### src/rtl/key_pkg.sv
// key_pkg: shared types and default constants for the push-button conditioner.
//   key_state_e           : per-key debounce FSM state
//   CLK_HZ                : system clock frequency
//   DEFAULT_DEBOUNCE      : 10 ms stability window at CLK_HZ
//   DEFAULT_REPEAT_DELAY  : hold time before the first auto-repeat (0.5 s)
//   DEFAULT_REPEAT_PERIOD : spacing of later auto-repeats (0.125 s)
package key_pkg;

  typedef enum logic [1:0] {
    IDLE         = 2'd0,
    PRESS_WAIT   = 2'd1,
    HELD         = 2'd2,
    RELEASE_WAIT = 2'd3
  } key_state_e;

  localparam int CLK_HZ                = 50000000;
  localparam int DEFAULT_DEBOUNCE      = CLK_HZ / 100;
  localparam int DEFAULT_REPEAT_DELAY  = CLK_HZ / 2;
  localparam int DEFAULT_REPEAT_PERIOD = CLK_HZ / 8;

endpackage

### src/rtl/key_debounce.sv
// key_debounce: one push-button channel.
//   Two-flop synchronizer, debounce FSM with stability counter, registered
//   level and one-cycle press/release pulses.
//   Optional auto-repeat of the press pulse while held: `define KEY_AUTOREPEAT_EN.
// Ports:
//   i_clk            : system clock
//   i_rst            : synchronous active-high reset
//   i_key_n          : raw key, active-low, asynchronous
//   o_pressed        : debounced level, 1 = held
//   o_press_pulse    : one cycle per accepted press (and per repeat)
//   o_release_pulse  : one cycle per accepted release
module key_debounce
  import key_pkg::*;
#(
  parameter int DEBOUNCE_CYCLES = DEFAULT_DEBOUNCE,
  parameter int REPEAT_DELAY    = DEFAULT_REPEAT_DELAY,
  parameter int REPEAT_PERIOD   = DEFAULT_REPEAT_PERIOD
) (
  input  logic i_clk,
  input  logic i_rst,
  input  logic i_key_n,
  output logic o_pressed,
  output logic o_press_pulse,
  output logic o_release_pulse
);

  localparam int MAX_CNT = (DEBOUNCE_CYCLES > REPEAT_DELAY) ?
                           ((DEBOUNCE_CYCLES > REPEAT_PERIOD) ? DEBOUNCE_CYCLES : REPEAT_PERIOD) :
                           ((REPEAT_DELAY > REPEAT_PERIOD) ? REPEAT_DELAY : REPEAT_PERIOD);
  localparam int CW = $clog2(MAX_CNT) + 1;
  localparam logic [CW-1:0] DB_LAST = CW'(DEBOUNCE_CYCLES - 1);

  // Synchronizer holds the raw (active-low) level; reset loads "released".
  logic       r_sync1, r_sync2;
  logic       w_s;

  key_state_e r_state, w_state_nxt;
  logic [CW-1:0] r_cnt, w_cnt_nxt;
  logic       r_pressed, w_pressed_nxt;
  logic       r_press_pulse, r_release_pulse;
  logic       w_press, w_release;

  assign w_s = ~r_sync2;

  always_ff @(posedge i_clk) begin
    if (i_rst) begin
      r_sync1 <= 1'b1;
      r_sync2 <= 1'b1;
    end else begin
      r_sync1 <= i_key_n;
      r_sync2 <= r_sync1;
    end
  end

  always_comb begin
    w_state_nxt   = r_state;
    w_cnt_nxt     = r_cnt;
    w_pressed_nxt = r_pressed;
    w_press       = 1'b0;
    w_release     = 1'b0;
    case (r_state)
      IDLE: begin
        if (w_s) begin
          w_state_nxt = PRESS_WAIT;
          w_cnt_nxt   = '0;
        end
      end
      PRESS_WAIT: begin
        if (!w_s) begin
          w_state_nxt = IDLE;
          w_cnt_nxt   = '0;
        end else if (r_cnt == DB_LAST) begin
          w_state_nxt   = HELD;
          w_cnt_nxt     = '0;
          w_pressed_nxt = 1'b1;
          w_press       = 1'b1;
        end else begin
          w_cnt_nxt = r_cnt + CW'(1);
        end
      end
      HELD: begin
        if (!w_s) begin
          w_state_nxt = RELEASE_WAIT;
          w_cnt_nxt   = '0;
        end
      end
      RELEASE_WAIT: begin
        if (w_s) begin
          w_state_nxt = HELD;
          w_cnt_nxt   = '0;
        end else if (r_cnt == DB_LAST) begin
          w_state_nxt   = IDLE;
          w_cnt_nxt     = '0;
          w_pressed_nxt = 1'b0;
          w_release     = 1'b1;
        end else begin
          w_cnt_nxt = r_cnt + CW'(1);
        end
      end
      default: begin
        w_state_nxt = IDLE;
        w_cnt_nxt   = '0;
      end
    endcase
  end

`ifdef KEY_AUTOREPEAT_EN
  localparam logic [CW-1:0] RD_LAST = CW'(REPEAT_DELAY - 1);
  localparam logic [CW-1:0] RP_LAST = CW'(REPEAT_PERIOD - 1);

  // r_rfirst selects the initial delay vs. the steady repeat period.
  // Counter only runs on cycles that stay in HELD; anything else re-arms it.
  logic [CW-1:0] r_rcnt, w_rcnt_nxt;
  logic          r_rfirst, w_rfirst_nxt;
  logic          w_repeat;

  always_comb begin
    w_rcnt_nxt   = '0;
    w_rfirst_nxt = 1'b1;
    w_repeat     = 1'b0;
    if (r_state == HELD && w_s) begin
      if (r_rcnt == (r_rfirst ? RD_LAST : RP_LAST)) begin
        w_repeat     = 1'b1;
        w_rfirst_nxt = 1'b0;
      end else begin
        w_rcnt_nxt   = r_rcnt + CW'(1);
        w_rfirst_nxt = r_rfirst;
      end
    end
  end

  always_ff @(posedge i_clk) begin
    if (i_rst) begin
      r_rcnt   <= '0;
      r_rfirst <= 1'b1;
    end else begin
      r_rcnt   <= w_rcnt_nxt;
      r_rfirst <= w_rfirst_nxt;
    end
  end
`else
  logic w_repeat;
  assign w_repeat = 1'b0;
`endif

  always_ff @(posedge i_clk) begin
    if (i_rst) begin
      r_state         <= IDLE;
      r_cnt           <= '0;
      r_pressed       <= 1'b0;
      r_press_pulse   <= 1'b0;
      r_release_pulse <= 1'b0;
    end else begin
      r_state         <= w_state_nxt;
      r_cnt           <= w_cnt_nxt;
      r_pressed       <= w_pressed_nxt;
      r_press_pulse   <= w_press | w_repeat;
      r_release_pulse <= w_release;
    end
  end

  assign o_pressed       = r_pressed;
  assign o_press_pulse   = r_press_pulse;
  assign o_release_pulse = r_release_pulse;

endmodule

### src/rtl/key_event_gen.sv
// key_event_gen: conditions NUM_KEYS raw active-low push-buttons into clean
// per-key level and click-event pulses. Keys are fully independent.
// Optional auto-repeat of PRESS_PULSE while held: `define KEY_AUTOREPEAT_EN.
// Ports:
//   CLOCK_50      : system clock (50 MHz)
//   RESET         : synchronous active-high reset
//   KEY           : raw buttons, active-low, asynchronous
//   PRESSED       : debounced level per key, 1 = held
//   PRESS_PULSE   : one-cycle pulse per accepted press (and repeat)
//   RELEASE_PULSE : one-cycle pulse per accepted release
module key_event_gen
  import key_pkg::*;
#(
  parameter int NUM_KEYS        = 3,
  parameter int DEBOUNCE_CYCLES = DEFAULT_DEBOUNCE,
  parameter int REPEAT_DELAY    = DEFAULT_REPEAT_DELAY,
  parameter int REPEAT_PERIOD   = DEFAULT_REPEAT_PERIOD
) (
  input  logic                CLOCK_50,
  input  logic                RESET,
  input  logic [NUM_KEYS-1:0] KEY,
  output logic [NUM_KEYS-1:0] PRESSED,
  output logic [NUM_KEYS-1:0] PRESS_PULSE,
  output logic [NUM_KEYS-1:0] RELEASE_PULSE
);

  for (genvar g = 0; g < NUM_KEYS; g++) begin : g_key
    key_debounce #(
      .DEBOUNCE_CYCLES (DEBOUNCE_CYCLES),
      .REPEAT_DELAY    (REPEAT_DELAY),
      .REPEAT_PERIOD   (REPEAT_PERIOD)
    ) u_key (
      .i_clk           (CLOCK_50),
      .i_rst           (RESET),
      .i_key_n         (KEY[g]),
      .o_pressed       (PRESSED[g]),
      .o_press_pulse   (PRESS_PULSE[g]),
      .o_release_pulse (RELEASE_PULSE[g])
    );
  end

endmodule

### config.mk
export PLATFORM = sky130hd
export DESIGN_NAME = key_event_gen
export DESIGN_NICKNAME = d
export VERILOG_FILES = /design/src/rtl/key_pkg.sv /design/src/rtl/key_debounce.sv /design/src/rtl/key_event_gen.sv
export SDC_FILE = /design/constraint.sdc
export NUM_CORES = 1
export LEC_CHECK = 0
export BUFFER_PORTS_ARGS = -buffer_cell sky130_fd_sc_hd__buf_2
export CORE_MARGIN = 1.5
export CORE_UTILIZATION = 50
export DETAILED_ROUTE_END_ITERATION = 16
export GPL_TIMING_DRIVEN = 0
export MAX_ROUTING_LAYER = met4
export PLACE_DENSITY_LB_ADDON = 0.12
export SETUP_SLACK_MARGIN = 0.15
export SYNTH_ARGS = -nofsm -noshare
export SYNTH_HDL_FRONTEND = slang
export SYNTH_SLANG_ARGS = --single-unit
### constraint.sdc
create_clock -name CLOCK_50 -period 2.4 [get_ports CLOCK_50]
set_input_delay 0.12 -clock CLOCK_50 [delete_from_list [all_inputs] [get_ports CLOCK_50]]
set_output_delay 0.12 -clock CLOCK_50 [all_outputs]
set_load 0.01 [all_outputs]
==> results of run 1 <==
-- layer usage --
layer,wire (um),GRT usage (%)
met5,0,-
met4,184,10.2
met3,377,2.92
met2,5720,38.3
met1,5430,30.8
-- metrics by stage --
stage | hold WS [ns] | util, %
finish | 0.251 | 58.3
global route | 0.251 | 58.3
CTS | 0.217 | 56.7
detailed placement | 0.306 | 53.6
global placement | 0.305 | 53.6
floorplan | 0.224 | -
-- worst reg2reg max path, delay by kind of cell, from the launching register on --
| kind | cells | cell delay (ns) |
|---|---|---|
| buf+inv | 1 | 0.27 |
| fa+ha+maj | 1 | 0.24 |
| simple gates | 2 | 0.68 |
| flops | 1 | 0.40 |
| compound gates | 3 | 0.45 |
-- repair_timing --
action / CTS / global route
pin swaps: 0 / 2
endpoints found under the hold margin: 3 / 0
hold buffers: 3 / 0
setup buffers: 0 / 6
setup endpoints to repair: 28 / 68
resized for setup: 3 / 24
-- power breakdown --
group	internal, W	total, W	leakage (nW)	switching, W
combinational	0.0000453	0.000120	1.16	0.0000742
sequential	0.00165	0.00166	0.799	0.00000954
clock	0.000728	0.00133	0.124	0.000600
total	0.00243	0.00311	2.08	0.000684
-- worst paths after layout --
| kind | slack, ns | end | start |
|---|---|---|---|
| setup / recovery | 0.25 | g_key[2].u_key.r_cnt[22] | g_key[2].u_key.r_cnt[0] |
| hold / removal | 0.25 | g_key[1].u_key.r_cnt[25] | RESET |
| setup reg to reg | 0.25 | g_key[2].u_key.r_cnt[22] | g_key[2].u_key.r_cnt[0] |
| hold reg to reg | 0.42 | g_key[2].u_key.r_sync2 | g_key[2].u_key.r_sync1 |
-- layout make-up --
cell class | count | area (um^2)
buffer | 42 | 239
clock buffer | 11 | 141
clock inverter | 5 | 108
fill | 864 | 4040
inverter | 17 | 63.8
multi-input combinational | 440 | 2810
sequential | 99 | 1980
tap | 133 | 166
timing repair buffer | 22 | 140
-- synth_stat cells (4+ instances only) --
library cell  count  area (um^2)
a21o_1           14          105
a21oi_1          43          215
a22o_1           15          131
a31oi_1          34          213
a32oi_1           4         35.0
and2_1            4         25.0
and3_1           14         87.6
and3b_1           4         35.0
and4_1           10         87.6
buf_2            11         55.1
buf_4            10         75.1
clkbuf_1         16         60.1
dfxtp_1          99         1980
inv_1            17         63.8
mux2i_1          11          110
nand2_1          51          191
nand2b_1          7         43.8
nand3_1          45          225
nand4_1          24          150
nor2_1           39          146
nor3_1           14         70.1
nor4_1           15         93.8
o211ai_1          7         52.6
o21ai_0          20          100
or2_2             7         43.8
or3_1             8         50.1
xnor2_1           9         78.8
xor2_1            4         35.0
-- logic make-up after synthesis --
logic type      synth area share [%]
fa+ha+maj                      0.757
buf+inv                         5.95
xor+xnor                        2.62
mux                             2.22
compound gates                  20.2
simple gates                    28.3
flops                           39.9
-- registers in the layout, summed over array words and instances, names as in the netlist, named ones only --
register / flops
g_key.u_key.o_press_pulse: 3
g_key.u_key.o_pressed: 3
g_key.u_key.o_release_pulse: 3
g_key.u_key.r_cnt: 78
g_key.u_key.r_state: 3
g_key.u_key.r_sync1: 3
g_key.u_key.r_sync2: 3
==> impl_metrics.ini, run 1 <==
[outcome]
outcome = finished clean

[global_route]
globalRouteOverflowTotal = 0
grt_usage_pct = 24.0
antenna_found_initial = 0
grt_pass1_vias = 4176
grt_pass1_wl_um = 19500
grt_max_degree = 17

[placement]
dp.cells = 744
dp_hpwl_um = 7890
dpl-instance-area_mm2 = 0.00519
place_ws_ns = -0.103
place_congestion = 0.881
port_buffers = 13

[detailed_routing]
ant_nets = 0
drt-pass1-iter-count = 5
dr_total_vias = 4560
wl_um = 11700
wl_per_cell_um = 15.2
drcViolationCount = 0
drt_iter0_markers = 174
viasPerCell = 5.93

[final_layout]
area_growth_pct = 13.8
finalInstanceArea_mm2 = 0.00565
layout.nets = 639
layout_commonest_cell = dfxtp_1
final_cells = 769
antenna_cells = 0
drive_above_1_share_pct = 13.8
layout_common_cells = 99 x dfxtp_1, 51 x nand2_1, 45 x nand3_1, 43 x a21oi_1, 38 x nor2_1

[sta]
fin_crit_sh_pct = 89.6
setup_viol = 0
fin_ws_ns = 0.249
fmax_mhz = 465
finalClockSkew_ns = 0.0104
hold_viol = 0
relSlewSlack_pct = 44.6
fin_setup_tns_ns = 0
rsz0062_at_grt = yes
slew_viol_final = 0
min_period_ns = 2.15
worst_pin_slew_ns = 0.825

[synthesis]
synth_warnings = 0
synth_edf_count = 0
synth-seq-cells = 99
async_flop_share_pct = 0
syn_inst = 598
ys_types = 56
avgSynthCellArea_um2 = 8.30
ys_seq_area_share_pct = 39.9
syn_area_mm2 = 0.00496
syn_nets = 606
synth_ff_type = dfxtp_1

[setup_path]
start_kind = flop
arrival_ns = 2.39
crit_required_ns = 2.64
crit_chain = ha_1, nand4_1, nor4_4, a211o_1, buf_2, a21o_1, a31oi_1
max_stage_delay_ns = 0.40
cpMaxStageDelayCell = dfxtp_1
path_buf_inv = 1
worstRegToRegCells = 7
cp-end-kind = flop
crit_type = reg -> reg
path_max_fanout = 10
cp_top_family = simple AND/OR/NAND/NOR gates
cp_num_cells = 7

[clock_tree]
clk_pin_slew_ns = 0.10
clk_latency_ns = 0.37
cts_max_level = 3
cts_made_buffers = 9
cts-root-buf = clkbuf_8
cts_sinks = 99
clockBufferDepth = 2
cts_tree = done

[power]
powerDensity_mw_per_mm2 = 551
ir_drop_uv = 323
power_w = 0.00311
total_leakage_power_nw = 2.08

[worst_hold_path]
hold_path_depth = 4
hp-class = in -> reg

[floorplanning]
die_y_um = 103
io_pins = 14
dieArea_mm2 = 0.0105
start_util_pct = 51.2
core-area_mm2 = 0.00968
die-width_um = 103
row_count = 36

[flow_run]
cap_violations = 0
Power figures use the tool's default switching activity.
==> run 2, diff against run 1 <==
--- a/config.mk
+++ b/config.mk
@@ -7,11 +7,12 @@
 export LEC_CHECK = 0
 export BUFFER_PORTS_ARGS = -buffer_cell sky130_fd_sc_hd__buf_2
 export CORE_MARGIN = 1.5
-export CORE_UTILIZATION = 50
+export CORE_UTILIZATION = 35
 export DETAILED_ROUTE_END_ITERATION = 16
 export GPL_TIMING_DRIVEN = 0
 export MAX_ROUTING_LAYER = met4
 export PLACE_DENSITY_LB_ADDON = 0.12
+export REMOVE_ABC_BUFFERS = 1
 export SETUP_SLACK_MARGIN = 0.15
 export SYNTH_ARGS = -nofsm -noshare
 export SYNTH_HDL_FRONTEND = slang
==> run 2 against run 1 <==
Net effect: die area increased by 41%; wire length increased by 0.24%; hold slack improved by 0.14 ns; count of clock-buffer cells in the layout unchanged; combinational power decreased by 3%; maximum frequency decreased by 1.6%; sequential share of layout area decreased by 0.72 points; final area increased by 2.1%; clock power increased by 11%; non-clock buffer count decreased by 26; core utilization decreased by 17 points; register-to-register slack got worse by 0.04 ns; critical endpoint is now g_key[1].u_key.o_pressed.
==> impl_metrics.ini, run 2 (synthesized netlist as in run 1, its figures left out) <==
[detailed_routing]
dr_total_vias = 4448
drcViolationCount = 0
wl_per_cell_um = 14.8
viasPerCell = 5.62
wl_um = 11700
ant_nets = 0
drt-pass1-iter-count = 5
drt_iter0_markers = 366

[power]
powerDensity_mw_per_mm2 = 565
total_leakage_power_nw = 2.10
power_w = 0.00326
ir_drop_uv = 319

[setup_path]
crit_type = reg -> reg
start_kind = flop
cp-end-kind = flop
path_max_fanout = 7
arrival_ns = 2.46
crit_required_ns = 2.67

[global_route]
globalRouteOverflowTotal = 0
antenna_found_initial = 0
grt_max_degree = 44
grt_usage_pct = 17.0
grt_pass1_vias = 4053
grt_pass1_wl_um = 19600

[final_layout]
antenna_cells = 0
largest_register = g_key.u_key.r_cnt
layout.nets = 615
drive_above_1_share_pct = 13.9
final_cells = 792
layout_common_cells = 98 x dfxtp_1, 51 x nand2_1, 45 x nand3_1, 43 x a21oi_1, 38 x nor2_1
num-fill-cells = 1387
largest_reg_flops = 78
multi_input_area_mm2 = 0.00289
area_growth_pct = 16.3
seqCellArea_mm2 = 0.00198
layout_commonest_cell = dfxtp_1

[floorplanning]
dieArea_mm2 = 0.0149
die-width_um = 122
row_count = 43
io_pins = 14
die_y_um = 122
core-area_mm2 = 0.0139
start_util_pct = 35.7

[clock_tree]
cts_sinks = 99
cts_max_level = 3
clk_pin_slew_ns = 0.07
cts-root-buf = clkbuf_16
cts_tree = done
cts_made_buffers = 9
clk_latency_ns = 0.35
clockBufferDepth = 2

[sta]
hold_slack_ns = 0.394
min_period_ns = 2.19
fmax_mhz = 457
fin_setup_tns_ns = 0
setup_viol = 0
fin_crit_sh_pct = 91.1
rsz0062_at_grt = yes
hold_viol = 0
slew_viol_final = 0
finalClockSkew_ns = 0.00743
worst_pin_slew_ns = 0.942
relSlewSlack_pct = 37.2

[placement]
place_congestion = 0.772
dp_hpwl_um = 7560
dp.cells = 755
port_buffers = 13

[outcome]
outcome = finished clean

[worst_hold_path]
hp-class = in -> reg

[flow_run]
cap_violations = 0
[run 2: changes by cell type in the layout (fill, tap and decap cells not counted), sizes merged]
cell      previous run  this run
inv                 18        17
clkinvlp             0         1
clkbuf              28        11
clkinv               1         3
bufinv               3         1
a211oi               4         6
buf                 44        35
[run 2: cell type report]
class                           count  area share, %
Multi-Input combinational cell    442           50.2
Sequential cell                    99           34.4
Timing Repair Buffer               38           5.31
Clock buffer                       11           4.21
Tap cell                          180           3.90
Inverter                           17           1.11
Clock inverter                      5          0.911
[run 2: per-layer routing]
layer	up-vias	GRT usage, %	share of wire (%)
met4	0	4.22	1.0
met2	88	27.1	47
met3	11	4.82	4.4
met5	-	-	0
met1	2090	21.2	47
li1	2259	-	-
[run 2: worst paths after layout]
| path | startpoint | endpoint | slack (ns) | cells after the start |
|---|---|---|---|---|
| setup / recovery | g_key[1].u_key.r_cnt[9] | g_key[1].u_key.o_pressed | 0.21 | 6 |
| hold / removal | RESET | g_key[1].u_key.r_cnt[0] | 0.39 | 2 |
| setup reg to reg | g_key[1].u_key.r_cnt[9] | g_key[1].u_key.o_pressed | 0.21 | 6 |
| hold reg to reg | g_key[2].u_key.r_sync1 | g_key[2].u_key.r_sync2 | 0.41 | 1 |
[run 2: stage by stage]
step,setup WS (ns),area [um^2],util (%)
finish,0.213,5770,41.6
global route,0.120,5770,41.6
CTS,0.107,5600,40.4
detailed placement,-0.258,5160,37.2
global placement,-2.42,5020,36.2
floorplan,-1.19,4730,-
[run 2: repair_timing]
item                       CTS  global route
hold buffers                 3             0
gates resized for setup     11            12
setup endpoints to repair   58            45
pin swaps                    2             7
setup buffers                3            13
gates cloned                 2             0
hold endpoints to repair     3             0
[run 2: report_power, final]
group	leakage [nW]	switching (W)	internal, W
combinational	1.16	0.0000729	0.0000434
sequential	0.800	0.0000100	0.00165
clock	0.145	0.000644	0.000832
[run 2: critical path: stages, from the launching register on]
cell and delay [ns]:
dfxtp_1 0.37, or4_1 0.60, nor4_4 0.36, buf_4 0.19
nand3_2 0.11, or3_1 0.34, a31oi_1 0.16
